==> config.mk <==
export PLATFORM = sky130hd
export DESIGN_NAME = im_loader_flat
export DESIGN_NICKNAME = d
export VERILOG_FILES = /design/src/rtl/im_loader_pkg.sv /design/src/rtl/im_loader_if.sv /design/src/rtl/im_loader_byte_packer.sv /design/src/rtl/im_loader.sv /design/src/flat_wrapper.sv
export SDC_FILE = /design/constraint.sdc
export NUM_CORES = 1
export LEC_CHECK = 0
export ABC_AREA = 0
export CAP_MARGIN = 40
export CORE_UTILIZATION = 57
export DETAILED_ROUTE_END_ITERATION = 10
export PLACE_DENSITY = 0.89
export SYNTH_ARGS = -nofsm -noshare
export SYNTH_HDL_FRONTEND = slang
export SYNTH_SLANG_ARGS = --single-unit
==> constraint.sdc <==
create_clock -name clk -period 6.9 [get_ports clk]
set_input_delay 1.38 -clock clk [delete_from_list [all_inputs] [get_ports clk]]
set_output_delay 1.38 -clock clk [all_outputs]
set_load 0.02 [all_outputs]
==> src/rtl/im_loader_pkg.sv <==
// Shared definitions for the instruction-memory loader: instruction width,
// stream widths and the loader state encoding.
package im_loader_pkg;
    localparam int INSTR_W = 24;
    localparam int BYTE_W  = 8;
    localparam int LEN_W   = 16;

    typedef enum logic [1:0] {
        IDLE  = 2'd0,
        RECV  = 2'd1,
        WRITE = 2'd2,
        DONE  = 2'd3
    } ld_state_t;
endpackage

==> src/rtl/im_loader_if.sv <==
// Loader bus: control (start/length), byte stream, memory write port and status.
interface im_loader_if
    import im_loader_pkg::*;
#(
    parameter int ADDR_W = 24
);
    logic               start;
    logic [LEN_W-1:0]   length;
    logic [BYTE_W-1:0]  byte_data;
    logic               byte_valid;
    logic               byte_ready;
    logic               wr_en;
    logic [ADDR_W-1:0]  wr_addr;
    logic [INSTR_W-1:0] wr_data;
    logic               cpu_hold;
    logic               done;
    logic               error;

    modport master (
        output start, length, byte_data, byte_valid,
        input  byte_ready, wr_en, wr_addr, wr_data, cpu_hold, done, error
    );

    modport slave (
        input  start, length, byte_data, byte_valid,
        output byte_ready, wr_en, wr_addr, wr_data, cpu_hold, done, error
    );
endinterface

==> src/rtl/im_loader_byte_packer.sv <==
// Packs three accepted bytes, MSB first, into one instruction word.
// 'full' flags the third byte so the caller can capture 'word' on that edge.
module im_loader_byte_packer
    import im_loader_pkg::*;
(
    input  logic               clk,
    input  logic               rst_n,
    input  logic               accept,
    input  logic [BYTE_W-1:0]  data,
    output logic [INSTR_W-1:0] word,
    output logic               full
);
    logic [1:0]          cnt;
    logic [2*BYTE_W-1:0] sh;

    assign full = accept && (cnt == 2'd2);
    // The third byte is taken straight from the input so the word is ready on its acceptance edge.
    assign word = {sh, data};

    always_ff @(posedge clk or negedge rst_n) begin
        if (!rst_n) begin
            cnt <= 2'd0;
            sh  <= '0;
        end else if (accept) begin
            sh  <= {sh[BYTE_W-1:0], data};
            cnt <= full ? 2'd0 : cnt + 2'd1;
        end
    end
endmodule

==> src/rtl/im_loader.sv <==
// Instruction-memory loader: streams bytes into 24-bit words, writes them from
// BASE upward and holds the CPU in reset for the duration of the load.
module im_loader
    import im_loader_pkg::*;
#(
    parameter int ADDR_W = 24,
    parameter int DEPTH  = 256,
    parameter int BASE   = 0
) (
    input logic        clk,
    input logic        rst_n,
    im_loader_if.slave bus
);
    localparam logic [LEN_W:0] DEPTH_L = (LEN_W+1)'(DEPTH);

    ld_state_t          state, state_n;
    logic [LEN_W-1:0]   len_q, wcnt;
    logic               accept, full, last_word, start_bad, start_load, error_n;
    logic [INSTR_W-1:0] word;

    assign accept     = bus.byte_valid && bus.byte_ready;
    assign last_word  = (wcnt + LEN_W'(1)) == len_q;
    assign start_bad  = bus.start && ({1'b0, bus.length} > DEPTH_L);
    assign start_load = (state == IDLE) && bus.start && !start_bad && (bus.length != '0);

    im_loader_byte_packer u_packer (
        .clk    (clk),
        .rst_n  (rst_n),
        .accept (accept),
        .data   (bus.byte_data),
        .word   (word),
        .full   (full)
    );

    always_ff @(posedge clk or negedge rst_n) begin
        if (!rst_n) state <= IDLE;
        else        state <= state_n;
    end

    always_comb begin
        state_n = state;
        error_n = bus.error;
        case (state)
            IDLE: begin
                if (bus.start) begin
                    if (start_bad) begin
                        error_n = 1'b1;
                    end else begin
                        error_n = 1'b0;
                        state_n = (bus.length == '0) ? DONE : RECV;
                    end
                end
            end
            RECV:    if (full) state_n = WRITE;
            WRITE:   state_n = last_word ? DONE : RECV;
            DONE:    state_n = IDLE;
            default: state_n = IDLE;
        endcase
    end

    // Status outputs are registered decodes of the next state, so each one
    // lines up exactly with the cycle spent in the corresponding state.
    always_ff @(posedge clk or negedge rst_n) begin
        if (!rst_n) begin
            bus.byte_ready <= 1'b0;
            bus.wr_en      <= 1'b0;
            bus.done       <= 1'b0;
            bus.cpu_hold   <= 1'b0;
            bus.error      <= 1'b0;
            bus.wr_addr    <= '0;
            bus.wr_data    <= '0;
            len_q          <= '0;
            wcnt           <= '0;
        end else begin
            bus.byte_ready <= (state_n == RECV);
            bus.wr_en      <= (state_n == WRITE);
            bus.done       <= (state_n == DONE);
            bus.cpu_hold   <= (state_n != IDLE);
            bus.error      <= error_n;
            if (start_load) begin
                len_q       <= bus.length;
                wcnt        <= '0;
                bus.wr_addr <= ADDR_W'(BASE);
            end else if (state == WRITE) begin
                wcnt        <= wcnt + LEN_W'(1);
                bus.wr_addr <= bus.wr_addr + ADDR_W'(1);
            end
            if (full) bus.wr_data <= word;
        end
    end
endmodule
==> src/flat_wrapper.sv <==
// flat-port wrapper written by rule: the top's interface ports become plain ports
module im_loader_flat import im_loader_pkg::*;
#(
    parameter int ADDR_W = 24,
    parameter int DEPTH  = 256,
    parameter int BASE   = 0
)
  (clk, rst_n, bus_start, bus_length, bus_byte_data, bus_byte_valid, bus_byte_ready, bus_wr_en, bus_wr_addr, bus_wr_data, bus_cpu_hold, bus_done, bus_error);
  im_loader_if #(.ADDR_W(ADDR_W)) bus_i ();
  input logic clk;
  input logic rst_n;
  input wire logic [$bits(bus_i.start)-1:0] bus_start;
  input wire logic [$bits(bus_i.length)-1:0] bus_length;
  input wire logic [$bits(bus_i.byte_data)-1:0] bus_byte_data;
  input wire logic [$bits(bus_i.byte_valid)-1:0] bus_byte_valid;
  output wire logic [$bits(bus_i.byte_ready)-1:0] bus_byte_ready;
  output wire logic [$bits(bus_i.wr_en)-1:0] bus_wr_en;
  output wire logic [$bits(bus_i.wr_addr)-1:0] bus_wr_addr;
  output wire logic [$bits(bus_i.wr_data)-1:0] bus_wr_data;
  output wire logic [$bits(bus_i.cpu_hold)-1:0] bus_cpu_hold;
  output wire logic [$bits(bus_i.done)-1:0] bus_done;
  output wire logic [$bits(bus_i.error)-1:0] bus_error;
  assign bus_i.start = bus_start;
  assign bus_i.length = bus_length;
  assign bus_i.byte_data = bus_byte_data;
  assign bus_i.byte_valid = bus_byte_valid;
  assign bus_byte_ready = bus_i.byte_ready;
  assign bus_wr_en = bus_i.wr_en;
  assign bus_wr_addr = bus_i.wr_addr;
  assign bus_wr_data = bus_i.wr_data;
  assign bus_cpu_hold = bus_i.cpu_hold;
  assign bus_done = bus_i.done;
  assign bus_error = bus_i.error;
  im_loader #(.ADDR_W(ADDR_W), .DEPTH(DEPTH), .BASE(BASE)) u_core (.clk(clk), .rst_n(rst_n), .bus(bus_i));
endmodule
==> summary.txt <==
Status
  • Status: finished, final reports clean

Clocking
  • CTS tree: yes
  • CTS Hold Bufs: 0
  • Root buffer cell: clkbuf_8
  • Postcts setup bufs: 0
  • Clk_lat worst skew: 370 ps
  • Clk buf depth: 2
  • Resize count post-CTS: 0
  • CTS H-tree depth: 3
  • Clock sinks: 105
  • TritonCTS Buffers: 9
  • Worst-path clk slew: 110 ps

Setup path
  • CP max FO: 37
  • CP endpoint kind: register
  • Crit-path slowest cell: o31a_2
  • WP buf/inv: 2
  • Max stage delay on crit path: 540 ps
  • Worst setup SP type: input port
  • Crit-path cells: clkdlybuf4s50_1 -> nor4_1 -> nand2_1 -> a211oi_1 -> o31a_2 -> buf_12 -> mux2_1
  • CP required: 7170 ps
  • Critical path arrival: 4020 ps
  • Delay-heaviest family, CP: compound AO/OA/AOI/OAI gates
  • Worst Setup Path Type: in2reg

Timing
  • Worst-Margin Slew: 803 ps
  • Final setup viols: 0
  • Sum of negative setup slack: 0 ps
  • Final Max Tran Viols: 0
  • Setup WS post-layout: 3140 ps
  • Setup Skew: 8.99 ps
  • Hold WS: 470 ps
  • Fmax: 266 MHz
  • Post-layout min period: 3760 ps
  • Slew margin rel.: 0.463
  • Fin crit share: 0.545
  • Final Hold Fails: 0
  • RSZ-0062 raised after global routing: false

Yosys
  • Post-synthesis sequential area ratio: 0.536
  • Synth warnings: 0
  • Syn_nets: 514
  • Main synth FF type: dfrtp_1
  • Post-synth EDFFs: 0
  • Mapped Cells: 483
  • Post-Syn Area per Cell: 10.1 µm²
  • Library cells used by synthesis: 48
  • FFs w/ async S/R, synth: 1.00
  • Post-Syn Area: 4900 µm²
  • Flops & latches, synth: 105

Drt
  • Vias: 3731
  • Average wire per standard cell: 16.2 µm
  • DRT Wirelength: 10.8 mm
  • First DRT Iteration DRCs: 179
  • Vias per cell: 5.59
  • Drt pass-1 iters: 4
  • ANT nets after route: 0
  • DR DRC count: 0

Floorplan
  • Die area: 8970 µm²
  • Die height: 94.7 µm
  • Row cnt: 33
  • Chip width: 94.7 µm
  • Initial Util: 0.593
  • Ports: 81
  • CORE AREA: 8260 µm²

Finish
  • Multi-input combinational cell area: 2150 µm²
  • Diodes inserted: 0
  • Fillers: 547
  • Layout cells sized above 1: 0.0835
  • Area Growth Syn to Fin: 22.6%
  • Register Area: 2630 µm²
  • NumNets Final: 589

Pwr
  • Pwr Density: 247 nW/µm²
  • Switching share of power: 0.324
  • Leakage power total: 2.68 nW
  • Comb pwr share: 0.231
  • Internal Power: 1.00 mW
  • Total power: 1.48 mW
  • Seq pwr share: 0.516
  • Peak supply drop: 0.153 mV
  • Switching pwr: 480 µW
  • Clock power frac: 0.253

Placed design
  • DPL Wire Length: 7.79 mm
  • IO Port Bufs: 80
  • Placer Congestion: 0.875
  • Pre-CTS setup slack: 2900 ps

Global route
  • First-pass GRT wire length: 18.0 mm
  • Initial antenna violation count: 0
  • Tot GR Track Use: 0.267
  • Vias in the first global route: 3739
  • Grt total ovfl: 0
  • Largest net degree at the start of global routing: 59

Min path
  • Hold Path Class: reg2reg

Run
  • Maximum capacitance violations: 0
[tightest hold or removal path: cells and delay by family, from the launching register on]
kind / cells / cell delay, ps
flops: 1 / 360
simple gates: 2 / 100
[sequential cells by signal (all words and copies together), names as in the netlist]
signal                 flops
u_core.bus.cpu_hold        1
u_core.bus.wr_data        24
u_core.bus.done            1
u_core.u_packer.cnt        2
u_core.bus.wr_addr        24
u_core.wcnt               16
u_core.u_packer.sh        16
u_core.bus.error           1
u_core.bus.byte_ready      1
u_core.state               2
u_core.bus.wr_en           1
u_core.len_q              16
[Yosys cell counts, drive strengths merged, types with 2 or more instances]
cell type,count,area share
xor2,22,0.039
and3,5,0.0064
o21ai,7,0.0071
a21o,3,0.0046
nor2,53,0.041
nand2,102,0.078
dfrtp,105,0.54
xnor2,34,0.061
or2,2,0.0026
o2111ai,2,0.0036
a21oi,7,0.0071
nor2b,11,0.014
nand4,9,0.016
or3,4,0.0051
or4,4,0.0069
inv,4,0.0031
nand3,16,0.017
ha,3,0.0077
nor3,11,0.011
o31ai,2,0.0031
buf,8,0.011
mux2i,2,0.0041
nor4,10,0.014
mux2,25,0.057
nand2b,5,0.0064
clkbuf,14,0.011
[placed cells by master (no fill, tap or decap), types with 2 or more instances in the layout]
cell | synthesis | layout
dfrtp_1 | 105 | 105
nand2_1 | 102 | 102
clkdlybuf4s50_1 | 0 | 79
nor2_1 | 53 | 53
xnor2_1 | 34 | 34
xor2_1 | 22 | 22
mux2_2 | 16 | 16
nand3_1 | 15 | 15
nor3_1 | 11 | 11
nor2b_1 | 11 | 11
nor4_1 | 9 | 9
mux2_1 | 9 | 9
clkbuf_8 | 0 | 9
nand4_1 | 7 | 7
a21oi_1 | 7 | 7
o21ai_0 | 6 | 6
and3_1 | 5 | 5
nand2b_1 | 5 | 5
inv_1 | 4 | 4
or3_1 | 4 | 4
a21o_1 | 3 | 3
or4_1 | 3 | 3
ha_1 | 3 | 3
buf_4 | 3 | 3
mux2i_1 | 2 | 2
o2111ai_1 | 2 | 2
o31ai_1 | 2 | 2
or2_1 | 2 | 2
clkinvlp_4 | 0 | 2
inv_6 | 0 | 2
inv_8 | 0 | 2
[power groups by stage]
stage	clock (mW)	combinational [mW]	sequential, mW
4_1_cts	0.382	0.344	0.764
2_1_floorplan	0	0.203	0.783
6_report	0.375	0.343	0.765
3_3_place_gp	0	0.322	0.769
5_1_grt	0.406	0.374	0.776
3_5_place_dp	0	0.341	0.775
[worst paths after layout]
kind	slack [ps]	cells after the start	startpoint	end
max	3140	7	bus_length[1]	u_core.len_q[8]$_DFFE_PN0N_
min	470	2	u_core.u_packer.sh[8]$_DFFE_PN0P_	u_core.bus.wr_data[16]$_DFFE_PN0P_
max reg2reg	4290	6	u_core.state[0]$_DFF_PN0_	u_core.bus.wr_addr[23]$_DFFE_PN0P_
min reg2reg	470	2	u_core.u_packer.sh[8]$_DFFE_PN0P_	u_core.bus.wr_data[16]$_DFFE_PN0P_
max in group asynchronous	5060	3	rst_n	u_core.bus.wr_data[10]$_DFFE_PN0P_
min in group asynchronous	840	1	rst_n	u_core.len_q[7]$_DFFE_PN0N_
[layout make-up]
cell class / count / area share
Clock buffer: 9 / 0.0206
Clock inverter: 7 / 0.0119
Inverter: 4 / 0.00250
Multi-Input combinational cell: 352 / 0.358
Sequential cell: 105 / 0.437
Tap cell: 105 / 0.0219
Timing Repair Buffer: 86 / 0.148
[cell families (layout without fill, tap and decap cells)]
| family | Yosys count | after routing | share of synthesized area |
|---|---|---|---|
| adder cells (fa/ha/maj) | 3 | 3 | 0.00766 |
| flip-flops | 105 | 105 | 0.536 |
| multiplexers | 27 | 27 | 0.0615 |
| buffers and inverters | 26 | 106 | 0.0248 |
| AND/OR/NAND/NOR | 237 | 237 | 0.227 |
| XOR/XNOR | 56 | 56 | 0.100 |
| AO/OA/AOI/OAI | 29 | 29 | 0.0424 |
[stage by stage]
stage	cells	instance area [µm²]	util
floorplan	483	4900	-
global placement	648	5740	0.695
detailed placement	652	5810	0.704
CTS	668	6010	0.728
global route	668	6010	0.728
finish	668	6010	0.728
[per-layer routing]
metal	vias up	global-route usage	routed length [µm]
li1	1763	-	-
met1	1850	0.328	4290
met2	88	0.436	5710
met3	30	0.0733	540
met4	0	0.128	297
met5	-	0	0
No activity file was read; power rests on OpenSTA's default activity.
==> RTL edit, RTL diff (same flow settings) <==
Set the package constant `LEN_W` to 8 (it was 16).
--- a/src/rtl/im_loader_pkg.sv
+++ b/src/rtl/im_loader_pkg.sv
@@ -5,3 +5,3 @@
     localparam int BYTE_W  = 8;
-    localparam int LEN_W   = 16;
+    localparam int LEN_W   = 8;
 
Ports: changed (resized bus_length); port bits go from 81 to 73. The function was not compared with the original's and may differ.
==> RTL edit against the original RTL <==
Sequential cell count down 17. Clock power down 4%. Area after synthesis down 18%. Power up 21%. Sequential share of layout area down 0.22 points. Final area down 16%. Highest routed layer unchanged. Fmax up 17%. Wire length down 25%. Register-to-register slack better by 460 ps. Worst setup slack better by 560 ps. Global-route usage down 2.9 points. Critical endpoint is now u_core.wcnt[4]. Final cell count down 21%.
==> RTL edit: results (changes against the original RTL) <==
{
  "global_route": {
    "antenna_found_initial": {"value": 0, "change": "unchanged"},
    "gr-usage-all-layers": {"value": 23.8, "unit": "%", "change": "-2.9 points"},
    "grt_max_degree": {"value": 71, "change": "+20%"},
    "grt_pass1_wl": {"value": 13500, "unit": "um", "change": "-25%"}
  },
  "status": {
    "run_status": "finished, final reports clean"
  },
  "placement": {
    "hpwl": {"value": 5810, "unit": "um", "change": "-25%"},
    "place_congestion": {"value": 0.777, "change": "-11%"},
    "total_of_buffers_placed_on_input_and_output_ports": {"value": 71, "change": "-11%"},
    "cell_area_after_placement": {"value": 4860, "unit": "sq um", "change": "-16%"}
  },
  "setup_path": {
    "crit_path_top_delay_cell": "sky130_fd_sc_hd__clkdlybuf4s50_1",
    "data_arrival_at_the_endpoint_of_the_critical_path": {"value": 3450, "unit": "ps", "change": "-570 ps"},
    "path_max_fanout": {"value": 18, "change": "-51%"},
    "stage_delay_of_the_slowest_cell_on_the_critical_path_ps": 530
  },
  "routing": {
    "num_vias": {"value": 2888, "change": "-23%"},
    "drt_iter0_markers": {"value": 105, "change": "-41%"},
    "wl_per_cell": {"value": 15.5, "unit": "um", "change": "-4.4%"}
  },
  "synth": {
    "asyncSetResetFlopFracSynth": {"value": 100, "unit": "%", "change": "unchanged"},
    "ys_types": {"value": 52, "change": "+8.3%"},
    "seq_area_frac_synth": {"value": 54.5, "unit": "%", "change": "+0.88 points"},
    "ys_top_cells_by_area": "sky130_fd_sc_hd__dfrtp_1 54%, sky130_fd_sc_hd__mux2_2 11%, sky130_fd_sc_hd__nand2_1 3.9%",
    "synth.cells.most_frequent": "88 x sky130_fd_sc_hd__dfrtp_1, 42 x sky130_fd_sc_hd__nand2_1, 40 x sky130_fd_sc_hd__mux2_2",
    "net_count_after_synthesis": {"value": 376, "change": "-27%"},
    "yosys_warnings": {"value": 0, "change": "unchanged"}
  },
  "clocking": {
    "clk_pin_slew": {"value": 80, "unit": "ps", "change": "-30 ps"},
    "cts_htree_levels": {"value": 3, "change": "unchanged"},
    "cts_setup_buffers": {"value": 0, "change": "unchanged"}
  },
  "final_layout": {
    "post_route_cells_drive_above_1_share": {"value": 17.7, "unit": "%", "change": "+9.4 points"},
    "reg_top3": "u_core.bus.wr_addr (24), u_core.bus.wr_data (24), u_core.u_packer.sh (16)",
    "synthToLayoutAreaGrowth_pct": 25.3,
    "fin_nets": {"value": 447, "change": "-24%"},
    "fillerInstances": {"value": 506, "change": "-7.5%"}
  },
  "sta": {
    "transition_time_of_the_tightest_slew_check_pin": {"value": 802, "unit": "ps", "change": "-1.03 ps"},
    "clock_skew": {"value": 7.44, "unit": "ps", "change": "-1.55 ps"}
  },
  "power": {
    "leakagePower": {"value": 2.14, "unit": "nW", "change": "-20%"},
    "vdd_drop_max": {"value": 165, "unit": "uV", "change": "+8.2%"}
  },
  "min_path": {
    "timing.hold.worst.class": "reg -> reg"
  }
}
-- RTL edit: changes by cell type in the layout (fill, tap and decap cells not counted), sizes merged, moves of 6 or more --
| cell | unedited run | this run |
|---|---|---|
| nand2 | 102 | 42 |
| nand4 | 9 | 3 |
| xor2 | 22 | 13 |
| dfrtp | 105 | 88 |
| o21ai | 7 | 19 |
| xnor2 | 34 | 13 |
| clkdlybuf4s50 | 79 | 70 |
| nor2 | 53 | 27 |
| mux2 | 25 | 40 |
| nor2b | 11 | 2 |
| nand3 | 16 | 10 |
-- RTL edit: final cells by class --
type	count	share of cell area (%)
Sequential cell	88	43.5
Clock buffer	10	2.72
Multi-Input combinational cell	245	34.6
Timing Repair Buffer	75	15.1
Tap cell	96	2.37
Clock inverter	6	1.36
Inverter	5	0.371
-- RTL edit: worst paths after layout --
path / slack [ps] / start / cells past startpoint / endpoint
max: 3700 / bus_start / 7 / u_core.wcnt[4]
min: 510 / u_core.len_q[3] / 2 / u_core.len_q[3]
max reg2reg: 4750 / u_core.state[1] / 6 / u_core.wcnt[4]
min reg2reg: 510 / u_core.len_q[3] / 2 / u_core.len_q[3]
max in group asynchronous: 5410 / rst_n / 2 / u_core.len_q[5]
min in group asynchronous: 880 / rst_n / 1 / u_core.bus.wr_data[13]
-- RTL edit: power breakdown --
| part | internal (mW) | switching, mW |
|---|---|---|
| sequential | 0.678 | 0.114 |
| clock | 0.178 | 0.180 |
| combinational | 0.336 | 0.300 |
| total | 1.19 | 0.595 |
-- RTL edit: layer usage --
layer / global-route usage (%) / share of wire [%] / vias to the layer above / wire length, um
met1: 29.1 / 44 / 1417 / 3560
met4: 11.1 / 1.6 / 0 / 130
li1: - / - / 1385 / -
met2: 40.8 / 50 / 77 / 4060
met5: 0 / 0 / - / 0
met3: 4.76 / 4.7 / 9 / 386
-- RTL edit: through the flow --
stage / cells / setup slack (ps)
2_1_floorplan: 353 / 4320
3_3_place_gp: 506 / 2420
3_5_place_dp: 509 / 3310
4_1_cts: 525 / 3690
5_1_grt: 525 / 3560
6_report: 525 / 3700
-- RTL edit: kinds of logic after synthesis --
group | count (synthesis) | share of synthesized area [%]
and+or+nand+nor | 122 | 16.2
DFF | 88 | 54.5
AOI/OAI and AO/OA | 53 | 9.35
muxes | 40 | 11.1
xor gates and xnor gates | 26 | 5.63
buffers and inverters | 20 | 2.17
adders and majority gates | 3 | 0.929
other | 1 | 0.0928
-- RTL edit: worst max-delay path, delay by kind of cell --
kind / cells / cell delay, ps
compound gates: 3 / 880
buf+inv: 2 / 760
simple gates: 2 / 420
